File: config.mk
export PLATFORM = sky130hd
export DESIGN_NAME = z80fi_insn_capture
export DESIGN_NICKNAME = d
export VERILOG_FILES = /design/src/rtl/z80fi_insn_capture.sv
export SDC_FILE = /design/constraint.sdc
export NUM_CORES = 1
export LEC_CHECK = 0
export CORE_MARGIN = 4
export CORE_UTILIZATION = 45
export DETAILED_ROUTE_END_ITERATION = 10
export MAX_ROUTING_LAYER = met4
export PLACE_DENSITY = 0.8
export SYNTH_ARGS = -nofsm -noshare
export SYNTH_HDL_FRONTEND = slang
export SYNTH_SLANG_ARGS = --single-unit
File: constraint.sdc
create_clock -name clk -period 2.5 [get_ports clk]
set_input_delay 0.5 -clock clk [delete_from_list [all_inputs] [get_ports clk]]
set_output_delay 0.5 -clock clk [all_outputs]
set_load 0.02 [all_outputs]
File: src/rtl/z80fi_insn_capture.sv
// Per-instruction formal-interface packet builder: gathers opcode bytes between
// start and retire, snapshots registers at both ends and emits a one-cycle packet.
module z80fi_insn_capture #(
    parameter int MAX_LEN = 4,
    parameter int ORDER_W = 32
) (
    input  logic                   clk,
    input  logic                   reset_n,
    input  logic                   core_insn_start,
    input  logic                   core_byte_valid,
    input  logic [7:0]             core_byte,
    input  logic                   core_retire,
    input  logic [127:0]           core_regs,
    output logic                   z80fi_valid,
    output logic [8*MAX_LEN-1:0]   z80fi_insn,
    output logic [2:0]             z80fi_insn_len,
    output logic [127:0]           z80fi_regs_in,
    output logic [127:0]           z80fi_regs_out,
    output logic [ORDER_W-1:0]     z80fi_order,
    output logic                   err_overflow,
    output logic                   err_orphan,
    output logic                   err_abandon
);

    typedef enum logic {IDLE, OPEN} state_t;

    localparam logic [2:0] MAX_CNT = 3'(MAX_LEN);

    state_t                 state;
    logic [8*MAX_LEN-1:0]   buf_q;
    logic [2:0]             cnt_q;
    logic [127:0]           regs_in_q;
    logic [ORDER_W-1:0]     order_q;

    logic [8*MAX_LEN-1:0]   acc_buf;
    logic [2:0]             acc_cnt;
    logic                   acc_ovf;
    logic [8*MAX_LEN-1:0]   open_buf;
    logic [2:0]             open_cnt;
    logic                   open_new;
    logic                   pkt_fire;
    logic [8*MAX_LEN-1:0]   pkt_buf;
    logic [2:0]             pkt_cnt;
    logic [127:0]           pkt_rin;
    logic                   orphan_now;
    logic                   abandon_now;

    // A byte arriving with a start belongs to the new instruction, never the open one.
    always_comb begin
        acc_buf = buf_q;
        acc_cnt = cnt_q;
        acc_ovf = 1'b0;
        if (state == OPEN && core_byte_valid && !core_insn_start) begin
            if (cnt_q < MAX_CNT) begin
                for (int k = 0; k < MAX_LEN; k++) begin
                    if (k == int'(cnt_q)) acc_buf[8*k +: 8] = core_byte;
                end
                acc_cnt = cnt_q + 3'd1;
            end else begin
                acc_ovf = 1'b1;
            end
        end

        open_buf = '0;
        open_cnt = 3'd0;
        if (core_byte_valid) begin
            open_buf[7:0] = core_byte;
            open_cnt      = 3'd1;
        end

        pkt_fire = 1'b0;
        pkt_buf  = acc_buf;
        pkt_cnt  = acc_cnt;
        pkt_rin  = regs_in_q;
        if (state == IDLE) begin
            pkt_fire = core_insn_start && core_retire && core_byte_valid;
            pkt_buf  = open_buf;
            pkt_cnt  = open_cnt;
            pkt_rin  = core_regs;
        end else begin
            pkt_fire = core_retire && (acc_cnt != 3'd0);
        end

        orphan_now  = core_retire && !pkt_fire;
        abandon_now = (state == OPEN) && core_insn_start && !core_retire;
        open_new    = core_insn_start && !(state == IDLE && core_retire);
    end

    always_ff @(posedge clk) begin
        if (!reset_n) begin
            state          <= IDLE;
            buf_q          <= '0;
            cnt_q          <= 3'd0;
            regs_in_q      <= '0;
            order_q        <= '0;
            z80fi_valid    <= 1'b0;
            z80fi_insn     <= '0;
            z80fi_insn_len <= 3'd0;
            z80fi_regs_in  <= '0;
            z80fi_regs_out <= '0;
            z80fi_order    <= '0;
            err_overflow   <= 1'b0;
            err_orphan     <= 1'b0;
            err_abandon    <= 1'b0;
        end else begin
            z80fi_valid <= pkt_fire;
            if (pkt_fire) begin
                z80fi_insn     <= pkt_buf;
                z80fi_insn_len <= pkt_cnt;
                z80fi_regs_in  <= pkt_rin;
                z80fi_regs_out <= core_regs;
                z80fi_order    <= order_q;
                order_q        <= order_q + ORDER_W'(1);
            end
            if (acc_ovf)     err_overflow <= 1'b1;
            if (orphan_now)  err_orphan   <= 1'b1;
            if (abandon_now) err_abandon  <= 1'b1;

            if (open_new) begin
                state     <= OPEN;
                buf_q     <= open_buf;
                cnt_q     <= open_cnt;
                regs_in_q <= core_regs;
            end else if (core_retire) begin
                state <= IDLE;
                cnt_q <= 3'd0;
            end else if (state == OPEN) begin
                buf_q <= acc_buf;
                cnt_q <= acc_cnt;
            end
        end
    end

endmodule

==> report_table.html, run 1 <==
<table>
<tr><th>Metric</th><th>Value</th></tr>
<tr><th colspan="2">Pwr</th></tr>
<tr><td>Pwr Density</td><td>708 mW/mm2</td></tr>
<tr><td>Static leakage</td><td>10.0 nW</td></tr>
<tr><td>Total internal power</td><td>14.9 mW</td></tr>
<tr><td>Sequential power share</td><td>45.0%</td></tr>
<tr><td>Max rail drop VDD</td><td>595 uV</td></tr>
<tr><td>Share of total power in the clock network</td><td>42.4%</td></tr>
<tr><td>Net Sw Frac</td><td>24.4%</td></tr>
<tr><td>Part of the total power dissipated in combinational logic</td><td>12.6%</td></tr>
<tr><td>Sw Pwr</td><td>4.81 mW</td></tr>
<tr><th colspan="2">STA</th></tr>
<tr><td>Number of pins with negative max-slew slack in the final report</td><td>0</td></tr>
<tr><td>Final clock period utilization by the worst path</td><td>95.5%</td></tr>
<tr><td>Post-route setup slack</td><td>0.114 ns</td></tr>
<tr><td>Slew at the pin closest to its max-slew limit</td><td>0.998 ns</td></tr>
<tr><td>Total count of hold-check failures in the final report</td><td>0</td></tr>
<tr><td>Final-report setup violation count</td><td>0</td></tr>
<tr><td>Clk_skew</td><td>0.0159 ns</td></tr>
<tr><td>Setup TNS Final</td><td>0 ns</td></tr>
<tr><td>Maximum frequency from static timing analysis</td><td>419 MHz</td></tr>
<tr><td>Post-layout min period</td><td>2.39 ns</td></tr>
<tr><td>Worst rel slew slack</td><td>33.5%</td></tr>
<tr><th colspan="2">Logic synthesis</th></tr>
<tr><td>EDFF count, synth</td><td>0</td></tr>
<tr><td>Portion of the post-synthesis area used by sequential elements</td><td>52.0%</td></tr>
<tr><td>Flip-flop cell with the highest count after synthesis</td><td>sky130_fd_sc_hd__dfxtp_1</td></tr>
<tr><td>Average size of a mapped cell</td><td>8.66 um2</td></tr>
<tr><td>Total of warnings raised by yosys</td><td>0</td></tr>
<tr><td>Post-synth net total</td><td>2471</td></tr>
<tr><td>Fraction of synthesized cell area taken by the top area cell type</td><td>52.0%</td></tr>
<tr><td>Dominant cell by count in the synthesized netlist</td><td>sky130_fd_sc_hd__nand2_1</td></tr>
<tr><td>Top post-synthesis cells by area</td><td>sky130_fd_sc_hd__dfxtp_1 (52%), sky130_fd_sc_hd__nand2_1 (11%), sky130_fd_sc_hd__mux2i_1 (9.1%)</td></tr>
<tr><td>Async S/R FF share, synth</td><td>0%</td></tr>
<tr><td>Cell accounting for the most synthesized area</td><td>sky130_fd_sc_hd__dfxtp_1</td></tr>
<tr><td>Count of state elements after synthesis</td><td>523</td></tr>
<tr><td>Post-synthesis instance area</td><td>0.0201 mm2</td></tr>
<tr><td>Leading post-synthesis cells by instance count</td><td>sky130_fd_sc_hd__nand2_1 (614), sky130_fd_sc_hd__dfxtp_1 (523), sky130_fd_sc_hd__a21oi_1 (310)</td></tr>
<tr><td>Synth Instances</td><td>2325</td></tr>
<tr><td>Number of different library cells in the post-synthesis netlist</td><td>56</td></tr>
<tr><th colspan="2">Floorplan</th></tr>
<tr><td>Number of primary I/O pins</td><td>468</td></tr>
<tr><td>Initial standard-cell utilization of the core</td><td>45.5%</td></tr>
<tr><td>Core box area</td><td>0.0442 mm2</td></tr>
<tr><td>DIE WIDTH</td><td>219 um</td></tr>
<tr><td>Vertical extent of the die</td><td>219 um</td></tr>
<tr><td>Number of placement rows</td><td>77</td></tr>
<tr><td>Full die area</td><td>0.0482 mm2</td></tr>
<tr><th colspan="2">Setup path</th></tr>
<tr><td>WP data arrival</td><td>2.90 ns</td></tr>
<tr><td>Worst r2r path cells</td><td>11</td></tr>
<tr><td>Category of the most critical setup path</td><td>reg2reg</td></tr>
<tr><td>Worst EP required</td><td>3.01 ns</td></tr>
<tr><td>Critical path peak fanout</td><td>24</td></tr>
<tr><td>Sort of element at the start of the critical path</td><td>flip-flop</td></tr>
<tr><td>Critical Path End Type</td><td>flip-flop</td></tr>
<tr><th colspan="2">Worst hold path</th></tr>
<tr><td>Worst Hold Depth</td><td>2</td></tr>
<tr><td>Worst min-delay path category</td><td>reg2reg</td></tr>
<tr><th colspan="2">Clocking</th></tr>
<tr><td>Buffer cell driving the clock tree root</td><td>sky130_fd_sc_hd__clkbuf_16</td></tr>
<tr><td>Count of hold buffers inserted by post-cts repair</td><td>0</td></tr>
<tr><td>Num CTS Buffers</td><td>54</td></tr>
<tr><td>Number of sinks handled by clock tree synthesis</td><td>523</td></tr>
<tr><td>Clk buf depth</td><td>3</td></tr>
<tr><td>Clock network latency to the later pin of the worst-skew pair</td><td>0.58 ns</td></tr>
<tr><td>CTS clock-pin slew for the worst setup and hold paths</td><td>0.06 ns</td></tr>
<tr><td>Clock tree from TritonCTS</td><td>built</td></tr>
<tr><td>Number of levels the H-tree was split into</td><td>2</td></tr>
<tr><th colspan="2">Status</th></tr>
<tr><td>Status</td><td>finished, final reports clean</td></tr>
<tr><th colspan="2">GRT</th></tr>
<tr><td>GRT Resource Usage Total</td><td>24.5%</td></tr>
<tr><td>Total gr overflow</td><td>0</td></tr>
<tr><td>Via count of the first global-routing pass</td><td>17800</td></tr>
<tr><td>Global-route wire length before repair</td><td>94300 um</td></tr>
<tr><td>Pin count of the biggest net entering global routing</td><td>93</td></tr>
<tr><td>Number of antenna violations at the first check in global routing</td><td>0</td></tr>
<tr><th colspan="2">Finish</th></tr>
<tr><td>Area delta synth-&gt;final</td><td>38.3%</td></tr>
<tr><td>Total number of nets in the final design</td><td>2907</td></tr>
<tr><td>Final-layout fill cell count</td><td>3509</td></tr>
<tr><td>Fraction of layout cells with a size suffix above 1</td><td>7.51%</td></tr>
<tr><td>Utilization after layout</td><td>62.9%</td></tr>
<tr><th colspan="2">Drt</th></tr>
<tr><td>Via-to-Cell Ratio</td><td>5.37</td></tr>
<tr><td>Total wirelength of the detailed-routed design</td><td>60400 um</td></tr>
<tr><td>Antenna-violating nets left</td><td>0</td></tr>
<tr><td>Detailed router's first-iteration violation count</td><td>1124</td></tr>
<tr><td>DRC violations left</td><td>0</td></tr>
<tr><td>DR pass1 iterations</td><td>5</td></tr>
<tr><td>Count of vias placed by the detailed router</td><td>18200</td></tr>
<tr><td>Routed length per placed instance</td><td>17.8 um</td></tr>
<tr><th colspan="2">Flow run</th></tr>
<tr><td>Max-cap violations</td><td>0</td></tr>
<tr><th colspan="2">Place</th></tr>
<tr><td>IO Port Bufs</td><td>467</td></tr>
<tr><td>Pre-CTS WS</td><td>-0.335 ns</td></tr>
<tr><td>HPWL after detailed placement</td><td>42300 um</td></tr>
<tr><td>Routability Congestion</td><td>0.904</td></tr>
</table>
-- per-layer routing --
layer / vias up / GRT usage [%] / routed length [um]
li1: 8810 / - / -
met1: 8690 / 28.2 / 23900
met2: 562 / 42.3 / 30600
met3: 147 / 4.76 / 3420
met4: 0 / 9.94 / 2490
met5: - / - / 0
-- through the flow --
| step | hold WS, ns | area [um2] | power (mW) | cells |
|---|---|---|---|---|
| 6_report | 0.453 | 27800 | 19.7 | 3390 |
| 3_3_place_gp | 0.439 | 25900 | 11.4 | 3294 |
| 3_5_place_dp | 0.445 | 25900 | 11.5 | 3294 |
| 5_1_grt | 0.467 | 27800 | 20.4 | 3389 |
| 2_1_floorplan | 0.436 | 20100 | 10.3 | 2325 |
| 4_1_cts | 0.454 | 27800 | 19.8 | 3386 |
-- final timing paths --
kind | startpoint | to | slack (ns)
max reg2reg | cnt_q[0]$_SDFFE_PN0P_ | z80fi_insn[26]$_SDFFE_PN0P_ | 0.11
min | regs_in_q[110]$_SDFFE_PN0P_ | regs_in_q[110]$_SDFFE_PN0P_ | 0.45
max | cnt_q[0]$_SDFFE_PN0P_ | z80fi_insn[26]$_SDFFE_PN0P_ | 0.11
min reg2reg | regs_in_q[110]$_SDFFE_PN0P_ | regs_in_q[110]$_SDFFE_PN0P_ | 0.45
-- power by group through the flow --
stage / clock network [mW] / registers (mW) / logic [mW]
after floorplan: 0 / 9.29 / 1.00
after global placement: 0 / 9.03 / 2.40
after detailed placement: 0 / 9.05 / 2.46
after CTS: 8.49 / 8.87 / 2.47
after global routing: 8.87 / 8.91 / 2.66
final: 8.35 / 8.87 / 2.48
-- area by class of cell --
class	instances	area (um2)	share of cell area [%]
sequential	523	10500	37.6
multi-input combinational	1605	8850	31.8
timing repair buffer	570	5890	21.1
clock buffer	77	1590	5.71
tap	592	741	2.66
clock inverter	15	260	0.935
inverter	7	33.8	0.121
antenna	1	2.50	0.00899
-- registers in the layout, indices dropped and copies added, names as in the netlist --
signal,cells
regs_in_q,128
z80fi_regs_in,128
z80fi_regs_out,128
buf_q,32
order_q,32
z80fi_insn,32
z80fi_order,32
cnt_q,3
z80fi_insn_len,3
err_abandon,1
err_orphan,1
err_overflow,1
state,1
z80fi_valid,1
-- what timing repair did --
action,4_1_cts,5_1_grt
resized for setup,2,4
buffers inserted,0,2
endpoints found under the setup margin,13,117
pin swaps,1,3
cloned,0,1
-- worst max-delay path, cell delays in order (launching register included) --
cell                        delay, ns
sky130_fd_sc_hd__dfxtp_1         0.32
sky130_fd_sc_hd__buf_4           0.15
sky130_fd_sc_hd__ha_1            0.26
sky130_fd_sc_hd__nor2b_1         0.08
sky130_fd_sc_hd__mux2i_2         0.19
sky130_fd_sc_hd__o21ai_1         0.15
sky130_fd_sc_hd__a31oi_4         0.34
sky130_fd_sc_hd__buf_4           0.19
sky130_fd_sc_hd__clkbuf_16       0.16
sky130_fd_sc_hd__nand3_2         0.10
sky130_fd_sc_hd__buf_12          0.21
sky130_fd_sc_hd__o2bb2ai_1       0.16
-- kinds of logic (layout without fill, tap and decap cells) --
group | count (synthesis) | count (layout) | synth area share [%]
XOR/XNOR | 7 | 7 | 0.305
flip-flops | 523 | 523 | 52.0
other | 0 | 1 | 0
multiplexers | 193 | 193 | 9.67
AND/OR/NAND/NOR | 868 | 868 | 17.2
buffers and inverters | 197 | 669 | 4.33
adder cells (fa/ha/maj) | 5 | 5 | 0.311
AO/OA/AOI/OAI | 532 | 532 | 16.1
-- cell usage in the layout, fill, tap and decap left out, types with 3 or more instances in the layout --
cell and count:
sky130_fd_sc_hd__nor3_1 6, sky130_fd_sc_hd__mux2_2 9, sky130_fd_sc_hd__nand2_1 614, sky130_fd_sc_hd__or3_1 5
sky130_fd_sc_hd__a22o_1 8, sky130_fd_sc_hd__nand3_1 11, sky130_fd_sc_hd__clkbuf_16 57, sky130_fd_sc_hd__clkdlybuf4s50_1 467
sky130_fd_sc_hd__a221oi_1 8, sky130_fd_sc_hd__nand4_1 8, sky130_fd_sc_hd__a211oi_1 127, sky130_fd_sc_hd__xor2_1 5
sky130_fd_sc_hd__o2bb2ai_1 24, sky130_fd_sc_hd__dfxtp_1 522, sky130_fd_sc_hd__ha_1 5, sky130_fd_sc_hd__nand2b_1 10
sky130_fd_sc_hd__nor2_1 182, sky130_fd_sc_hd__nor2b_1 3, sky130_fd_sc_hd__buf_4 69, sky130_fd_sc_hd__mux2i_1 183
sky130_fd_sc_hd__a21oi_1 310, sky130_fd_sc_hd__or4_1 7, sky130_fd_sc_hd__clkbuf_1 10, sky130_fd_sc_hd__o21ai_0 18
sky130_fd_sc_hd__o31ai_1 8, sky130_fd_sc_hd__o211ai_1 3, sky130_fd_sc_hd__clkbuf_8 11, sky130_fd_sc_hd__o2111ai_1 5
sky130_fd_sc_hd__a31oi_1 3, sky130_fd_sc_hd__clkinv_2 5, sky130_fd_sc_hd__inv_1 6, sky130_fd_sc_hd__bufinv_16 7
sky130_fd_sc_hd__buf_12 32, sky130_fd_sc_hd__nor4_1 5, sky130_fd_sc_hd__and4_1 3
Note: power is estimated with default switching activity, not from simulation.
==> inputs of run 2 (changes only) <==
Settings changed: HOLD_SLACK_MARGIN from default to 0.03.
==> results of run 2 <==
No change in the layout: final DEF, timing and power equal those of run 1.
